### config.mk
export PLATFORM = sky130hd
export DESIGN_NAME = bl_wl_config_programmer
export DESIGN_NICKNAME = d
export VERILOG_FILES = /design/src/rtl/bl_wl_config_programmer.sv
export SDC_FILE = /design/constraint.sdc
export NUM_CORES = 1
export LEC_CHECK = 0
export ABC_CLOCK_PERIOD_IN_PS = 2500
export BUFFER_PORTS_ARGS = -buffer_cell sky130_fd_sc_hd__buf_2
export CAP_MARGIN = 20
export CORE_MARGIN = 1.5
export CORE_UTILIZATION = 51
export DETAILED_ROUTE_END_ITERATION = 12
export GPL_ROUTABILITY_DRIVEN = 0
export MAX_ROUTING_LAYER = met4
export PLACE_DENSITY_LB_ADDON = 0.25
export SLEW_MARGIN = 20
export SYNTH_ARGS = -nofsm -noshare
export SYNTH_HDL_FRONTEND = slang
export SYNTH_SLANG_ARGS = --single-unit
### constraint.sdc
create_clock -name prog_clk -period 2.5 [get_ports prog_clk]
set_clock_uncertainty 0.1 [all_clocks]
set_input_delay 0.625 -clock prog_clk [delete_from_list [all_inputs] [get_ports prog_clk]]
set_output_delay 0.625 -clock prog_clk [all_outputs]
set_load 0.01 [all_outputs]
### src/rtl/bl_wl_config_programmer.sv
// Bitline/wordline driver for the configuration SRAM fabric: takes one row per
// valid/ready handshake, drives it on bl, then pulses exactly one wordline.
//
//   state | meaning
//   IDLE  | waiting for a row (ready unless done/err)
//   SETUP | bl driven, wl low, SETUP_CYCLES cycles
//   PULSE | wl[cur_row] high, PULSE_CYCLES cycles
//   HOLD  | wl low, bl still held, HOLD_CYCLES cycles
module bl_wl_config_programmer #(
    parameter int NUM_BL       = 8,
    parameter int NUM_WL       = 4,
    parameter int SETUP_CYCLES = 1,
    parameter int PULSE_CYCLES = 2,
    parameter int HOLD_CYCLES  = 1
) (
    input  logic              prog_clk,
    input  logic              pReset,
    input  logic              cfg_valid,
    output logic              cfg_ready,
    input  logic [NUM_BL-1:0] cfg_data,
    input  logic              cfg_last,
    output logic [NUM_BL-1:0] bl,
    output logic [NUM_WL-1:0] wl,
    output logic              busy,
    output logic              done,
    output logic              err
);

    localparam int MAX_CYC = (SETUP_CYCLES > PULSE_CYCLES)
                           ? ((SETUP_CYCLES > HOLD_CYCLES) ? SETUP_CYCLES : HOLD_CYCLES)
                           : ((PULSE_CYCLES > HOLD_CYCLES) ? PULSE_CYCLES : HOLD_CYCLES);
    localparam int CW = (MAX_CYC > 1) ? $clog2(MAX_CYC + 1) : 1;
    localparam int RW = $clog2(NUM_WL);

    localparam logic [CW-1:0]     SETUP_LOAD = CW'(SETUP_CYCLES - 1);
    localparam logic [CW-1:0]     PULSE_LOAD = CW'(PULSE_CYCLES - 1);
    localparam logic [CW-1:0]     HOLD_LOAD  = CW'(HOLD_CYCLES - 1);
    localparam logic [RW-1:0]     LAST_ROW   = RW'(NUM_WL - 1);
    localparam logic [NUM_WL-1:0] WL_ONE     = NUM_WL'(1);

    typedef enum logic [1:0] {
        IDLE  = 2'd0,
        SETUP = 2'd1,
        PULSE = 2'd2,
        HOLD  = 2'd3
    } state_t;

    state_t        state;
    state_t        state_nxt;
    logic [CW-1:0] cnt;
    logic [CW-1:0] cnt_nxt;
    logic [RW-1:0] row;
    logic [RW-1:0] cur_row;
    logic          last_flag;
    logic          err_flag;
    logic          armed;
    logic          accept;
    logic          hold_exit;
    logic          row_err;

    // armed keeps ready low until the first edge after reset release
    assign cfg_ready = armed && (state == IDLE) && !done && !err;
    assign accept    = cfg_valid && cfg_ready;
    assign busy      = (state != IDLE);
    assign row_err   = cfg_last ? (row != LAST_ROW) : (row == LAST_ROW);

    always_comb begin
        state_nxt = state;
        cnt_nxt   = cnt;
        hold_exit = 1'b0;
        case (state)
            IDLE: begin
                if (accept) begin
                    state_nxt = SETUP;
                    cnt_nxt   = SETUP_LOAD;
                end
            end
            SETUP: begin
                if (cnt == '0) begin
                    state_nxt = PULSE;
                    cnt_nxt   = PULSE_LOAD;
                end else begin
                    cnt_nxt = cnt - 1'b1;
                end
            end
            PULSE: begin
                if (cnt == '0) begin
                    state_nxt = HOLD;
                    cnt_nxt   = HOLD_LOAD;
                end else begin
                    cnt_nxt = cnt - 1'b1;
                end
            end
            HOLD: begin
                if (cnt == '0) begin
                    state_nxt = IDLE;
                    cnt_nxt   = '0;
                    hold_exit = 1'b1;
                end else begin
                    cnt_nxt = cnt - 1'b1;
                end
            end
            default: begin
                state_nxt = IDLE;
                cnt_nxt   = '0;
            end
        endcase
    end

    always_ff @(posedge prog_clk or posedge pReset) begin
        if (pReset) begin
            state     <= IDLE;
            cnt       <= '0;
            row       <= '0;
            cur_row   <= '0;
            bl        <= '0;
            last_flag <= 1'b0;
            err_flag  <= 1'b0;
            done      <= 1'b0;
            err       <= 1'b0;
            armed     <= 1'b0;
        end else begin
            armed <= 1'b1;
            state <= state_nxt;
            cnt   <= cnt_nxt;
            if (accept) begin
                bl        <= cfg_data;
                last_flag <= cfg_last;
                err_flag  <= row_err;
                cur_row   <= row;
            end
            // row saturates; reaching the last row always ends in done or err
            if (hold_exit) begin
                bl <= '0;
                if (row != LAST_ROW) begin
                    row <= row + 1'b1;
                end
                if (err_flag) begin
                    err <= 1'b1;
                end else if (last_flag) begin
                    done <= 1'b1;
                end
            end
        end
    end

    // wl decoded from state so reset clears it in the same cycle
    always_comb begin
        wl = '0;
        if (state == PULSE) begin
            wl = WL_ONE << cur_row;
        end
    end

endmodule

* Word level (Yosys, flattened, before mapping)
Index checks and enable logic that the tools add are counted. W data, S select, Z words.
Storage, ports and cells: register bits after elaboration 21, bits in latches 0, memory bits (writable) 0, ROM bits 0, output and inout bits 16, memories kept 0
Cells by class: $add $sub $neg 2, multipliers 0, divide/modulo/power cells 0, $lt $le $gt $ge 0, equal/unequal tests 9, shift operators 1, mux-type cells 15, bitwise operators 1, reductions and logical operators 15
Operators by type and width (number):
- $mux W8 | 2
- $mux W2 | 7
- $ne A2 B2 Y1 const B | 5
- $pmux W2 S4 | 1
- $eq A2 B2 Y1 const B | 3
- $pmux W2 S3 | 1
- $logic_and A1 B1 Y1 | 4
- $logic_not A2 Y1 | 2
- $mux W4 | 1
- $reduce_and A2 Y1 | 2
- $reduce_and A4 Y1 | 1
- $reduce_bool A2 Y1 | 2
- $shl A1 B2 Y4 const A | 1
- $mux W1 | 3
- $reduce_and A3 Y1 | 1
- $add A2 B1 Y2 const B | 1
- $eq A2 B1 Y1 const B | 1
- $logic_not A1 Y1 | 2
- $reduce_or A2 Y1 | 1
- $sub A2 B1 Y2 const B | 1
- $not A1 Y1 | 1

* Logic depth before layout (Yosys ltp)
Gate-level depths: netlist of run 1.
word-level depth 7, gate-level depth with buffers 6, depth with buffers taken out 5

* Least setup slack after synthesis of run 1
No wires, ideal clock.
path type flip-flop to output port, start reg state[0], end out cfg_ready, arrival time 1267 ps, required time 1775 ps, path slack 508 ps, stages on the path, launching flop included 5, path buffers 0, cell sequence dfrtp_1 -> inv_1 -> ha_1 -> nor3b_2 -> and2_1
On the way: word-level cells in the longest chain between the ends 4
RTL lines:
- start: declaration | line 48 | state_t state;
- start signal: assignment | line 124 | state <= state_nxt;
- $logic_not A2 Y1 | line 62 | assign cfg_ready = armed && (state == IDLE) && !done && !err;
- $logic_and A1 B1 Y1 (3 in a row) | line 62
- end: declaration | line 19 | output logic cfg_ready,
No other way between the ends.

* Worst setup path after layout of run 1
Same ends and word-level chain as after synthesis.

==> metrics, run 1 <==
Detailed Place HPWL 1540 um; Worst Hold Class in -> async; IO Port Bufs 27; CTS tree done; Power Dens Cells 417 nW/um^2; core area 1960 um^2; Worst Tran Pin Value 797 ps; Adder-Cell Fraction of Synth Area 0.0706; unique cell type count in the Yosys netlist 32; Setup violations, final 0; detailed-route wire length per cell 13.1 um; Post-Synthesis Cells 96; layout cells sized above 1 0.341; Die ar. 2370 um^2; clk slew on worst S/H paths 110 ps; Final Util 0.640; DRT iter0 DRCs 20; grt ovf 0; row count 16; CP max stage delay 420 ps; top-level port count 28; maximum VDD drop 0.268 mV; CTS Hold Bufs 0; antenna-violating nets left 0; Max Cap Violations 0; H-Tree Depth 1; Max Fclk 452 MHz; initial antenna violation count 0; FF+latch count, synth 21; largest net degree at the start of global routing 22; DRT Pass-1 Iters 4; CP Class reg -> out; mux cell area share after synthesis 0.0871; async set-reset flop share out of synthesis 1.00; CP endpoint kind output pin; number of flops mapped to enable cells by yosys 0; crit share post-route 0.884; max-slew violations 0; Num CTS Buffers 3; XOR/XNOR share of the synthesized area 0.0165; Fillers 187; Syn. warnings 0; via count of the first global-routing pass 783; initial core utilization 0.542; nets@finish 145; Synth Flop Type dfrtp_1; residual DRC count 0; DR vias 812; Max FO, Critical Path 4; most frequent cells in the layout 27 x buf_2, 21 x dfrtp_1, 9 x nand3_1, 9 x o21ai_0, 8 x a21oi_1; Relative slew margins 0.468; Post-CTS Setup Bufs 0; FF-to-FF setup slack 530 ps; post-synthesis simple-gate area fraction 0.181; global router's overall resource usage 0.201; via/cell ratio 5.31; CP arrival 1490 ps; first-pass GRT wire length 3590 um; element type at the critical path start flop; average instance area after synthesis 11.1 um^2; sequential-to-total area share from yosys stat 0.494; die height 48.7 um; LEAKAGE 0.665 nW; status completed; latest clock arrival within the worst-skew pair 300 ps; cell area after synthesis 1060 um^2; syn_nets 114; Critical Path RT 1770 ps; Longest Clk Path Bufs 2; compound-gate portion of the synthesized area 0.112; final wirelength 2010 um; commonest non-fill, non-tap cell in the layout buf_2; area grow syn2layout 18.0%; min Tclk post-route 2210 ps; Worst path slowest cell dfrtp_1; Final Hold Fails 0; crit-path cells inv_1 -> ha_1 -> nor3b_2 -> and2_1 -> buf_2; Root Driver clkbuf_4; Die Wd 48.7 um; post_cts resized 0; ant diodes 0; main combinational cell family by area after synthesis simple AND/OR/NAND/NOR gates; RSZ-0062 raised after global routing false; CTS sink count 21; setup TNS 0 ps
==> cell usage after synthesis, types with 2 or more instances <==
cell type	count	area, um^2
dfrtp_1	21	526
nand2_1	2	7.51
xor2_1	2	17.5
o21ai_0	9	45.0
mux2_4	4	60.1
nor3b_1	3	22.5
mux2_2	2	22.5
ha_1	6	75.1
nand3_1	9	45.0
a21oi_1	8	40.0
inv_1	5	18.8
nor2_1	5	18.8
==> power by group <==
group / internal, mW / leakage [nW] / total (mW) / switching [mW]
Sequential: 0.340 / 0.276 / 0.341 / 0.000697
Clock: 0.0621 / 0.0150 / 0.160 / 0.0983
Combinational: 0.00721 / 0.375 / 0.0216 / 0.0144
Total: 0.410 / 0.665 / 0.523 / 0.113
==> cell families (layout without fill, tap and decap cells) <==
family          Yosys count  count (layout)
flops                    21              21
mux                       7               7
compound gates           21              21
simple gates             30              30
fa+ha+maj                 6               6
xor+xnor                  2               2
buf+inv                   8              38
other cells               1               1
==> registers in the layout, summed over array words and instances, names as in the netlist, 2 cells and up <==
register,flops
cnt,2
row,2
cur_row,2
bl,8
state,2
==> per-stage QoR <==
step	hold WS, ps	power (mW)	setup WS [ps]	area [um^2]	cells
floorplan	357	0.358	508	1060	96
global placement	365	0.369	578	1230	149
detailed placement	384	0.370	532	1230	149
CTS	384	0.530	261	1250	153
global route	435	0.549	118	1250	153
finish	358	0.523	289	1250	153
==> cell type report <==
type / instances / area [um^2] / area share
inverter: 5 / 18.8 / 0.0150
multi-input combinational: 67 / 500 / 0.399
clock buffer: 4 / 26.3 / 0.0209
timing repair buffer: 29 / 150 / 0.120
sequential: 21 / 526 / 0.419
tap: 27 / 33.8 / 0.0269
==> routing by layer <==
metal / share of wire / global-route usage / up-vias
met5: 0 / - / -
met4: 0.0070 / 0.0714 / 0
met3: 0.030 / 0.0185 / 2
met2: 0.51 / 0.331 / 13
met1: 0.46 / 0.260 / 401
li1: - / - / 396
==> worst max-delay path, delay by kind of cell, from the launching register on <==
family	cells	cell delay, ps
DFF	1	420
and+or+nand+nor	2	330
buffers and inverters	2	250
adders and majority gates	1	200
==> path summary, 6_finish.rpt <==
check,depth (start not counted),to,from
worst min register to register,1,err,err_flag
min in group prog_clk,1,err,err_flag
worst min-delay path,2,done,pReset
worst max-delay path,5,cfg_ready,state[0]
max in group asynchronous,2,last_flag,pReset
worst max register to register,5,cur_row[1],state[0]
Note: power is estimated with default switching activity, not from simulation.
==> inputs of run 2 (changes only) <==
Settings changed: CORE_UTILIZATION 51 to 50, GPL_TIMING_DRIVEN from default to 0, RECOVER_POWER from default to 100.
==> metrics, run 2 (synthesis results as in run 1) <==
Placed Area 1230 um^2; commonest non-fill, non-tap cell in the layout dfrtp_1; final wirelength 1880 um; residual DRC count 0; via count of the first global-routing pass 799; H-Tree Depth 1; CP endpoint kind output pin; nets@finish 147; Relative slew margins 0.482; Max Cap Violations 0; row count 16; final instance area 1210 um^2; global router's overall resource usage 0.182; Detailed Place HPWL 1420 um; top-level port count 28; CTS tree done; max-slew violations 0; crit share post-route 0.908; CP arrival 1540 ps; grt ovf 0; Final Hold Fails 0; area grow syn2layout 13.8%; Setup violations, final 0; final hold slack 346 ps; DRT iter0 DRCs 3; first-pass GRT wire length 3370 um; status completed; Top reg by flops bl; detailed-route wire length per cell 12.1 um; Worst Tran Pin Value 777 ps; Power Dens Cells 434 nW/um^2; RSZ-0062 raised after global routing false; core area 1980 um^2; CTS sink count 21; Num CTS Buffers 3; CP Class reg -> out; most frequent cells in the layout 21 x dfrtp_1, 17 x clkbuf_1, 12 x buf_2; initial antenna violation count 0; layout cells sized above 1 0.188; antenna-violating nets left 0; Critical Path RT 1770 ps; setup TNS 0 ps; largest net degree at the start of global routing 22; Max FO, Critical Path 4; post-placement cell count 150; latest clock arrival within the worst-skew pair 300 ps; CTS Hold Bufs 0; LEAKAGE 0.581 nW; Longest Clk Path Bufs 2; clk slew on worst S/H paths 120 ps; Largest register FFs 8; maximum VDD drop 0.310 mV; Die ar. 2410 um^2; Die Wd 49.1 um; Root Driver clkbuf_4; via/cell ratio 5.21; Max Fclk 441 MHz; element type at the critical path start flop; initial core utilization 0.537; met1 wire length 878 um; highest routed layer met4; Worst Hold Class in -> async; min Tclk post-route 2270 ps; wire length on met2 903 um; DR vias 807; die height 49.1 um; Post-Layout Cell Count 155; ant diodes 0; IO Port Bufs 27; DRT Pass-1 Iters 4; met3 wire len 82 um
[run 2: cell type report]
class	instances	area (um^2)
tap	27	33.8
inverter	5	18.8
clock inverter	1	5.00
sequential	21	526
fill	180	772
buffer	3	11.3
clock buffer	3	22.5
timing repair buffer	28	124
multi-input combinational	67	469
[run 2: report_power, final]
| group | total, mW | leakage (nW) | switching, mW | internal (mW) |
|---|---|---|---|---|
| Clock | 0.163 | 0.0177 | 0.103 | 0.0596 |
| Combinational | 0.0210 | 0.287 | 0.0136 | 0.00747 |
| Sequential | 0.341 | 0.276 | 0.000678 | 0.340 |
[run 2: per-layer routing]
layer	track usage	vias to the layer above
met3	0.0276	2
met5	-	-
li1	-	398
met4	0.0429	0
met1	0.222	386
met2	0.318	21
[run 2: worst paths after layout]
| path | end | slack, ps | from | cells after the start |
|---|---|---|---|---|
| max | cfg_ready | 230 | state[0] | 5 |
| min | state[0] | 350 | pReset | 2 |
| max reg2reg | last_flag | 320 | state[0] | 6 |
| min reg2reg | err | 420 | err_flag | 1 |
| max in group asynchronous | state[1] | 1470 | pReset | 2 |
| min in group prog_clk | err | 420 | err_flag | 1 |
[run 2: repair_timing]
action | 4_1_cts | 5_1_grt
setup buffers | 1 | 0
resized for setup | 1 | 0
endpoints found under the setup margin | 1 | 0
[run 2: stage by stage]
step           setup WS (ps)  total power [mW]  utilization
2_1_floorplan            508             0.358            -
3_3_place_gp             229             0.370        0.622
5_1_grt                  101             0.550        0.610
4_1_cts                  238             0.531        0.643
3_5_place_dp             217             0.371        0.622
6_report                 231             0.525        0.610
[run 2: worst max-delay path, cell delays in order (launching register included)]
cell     delay (ps)
dfrtp_1         420
inv_1           120
ha_1            210
nor3b_2         230
and2_1          150
buf_2           120
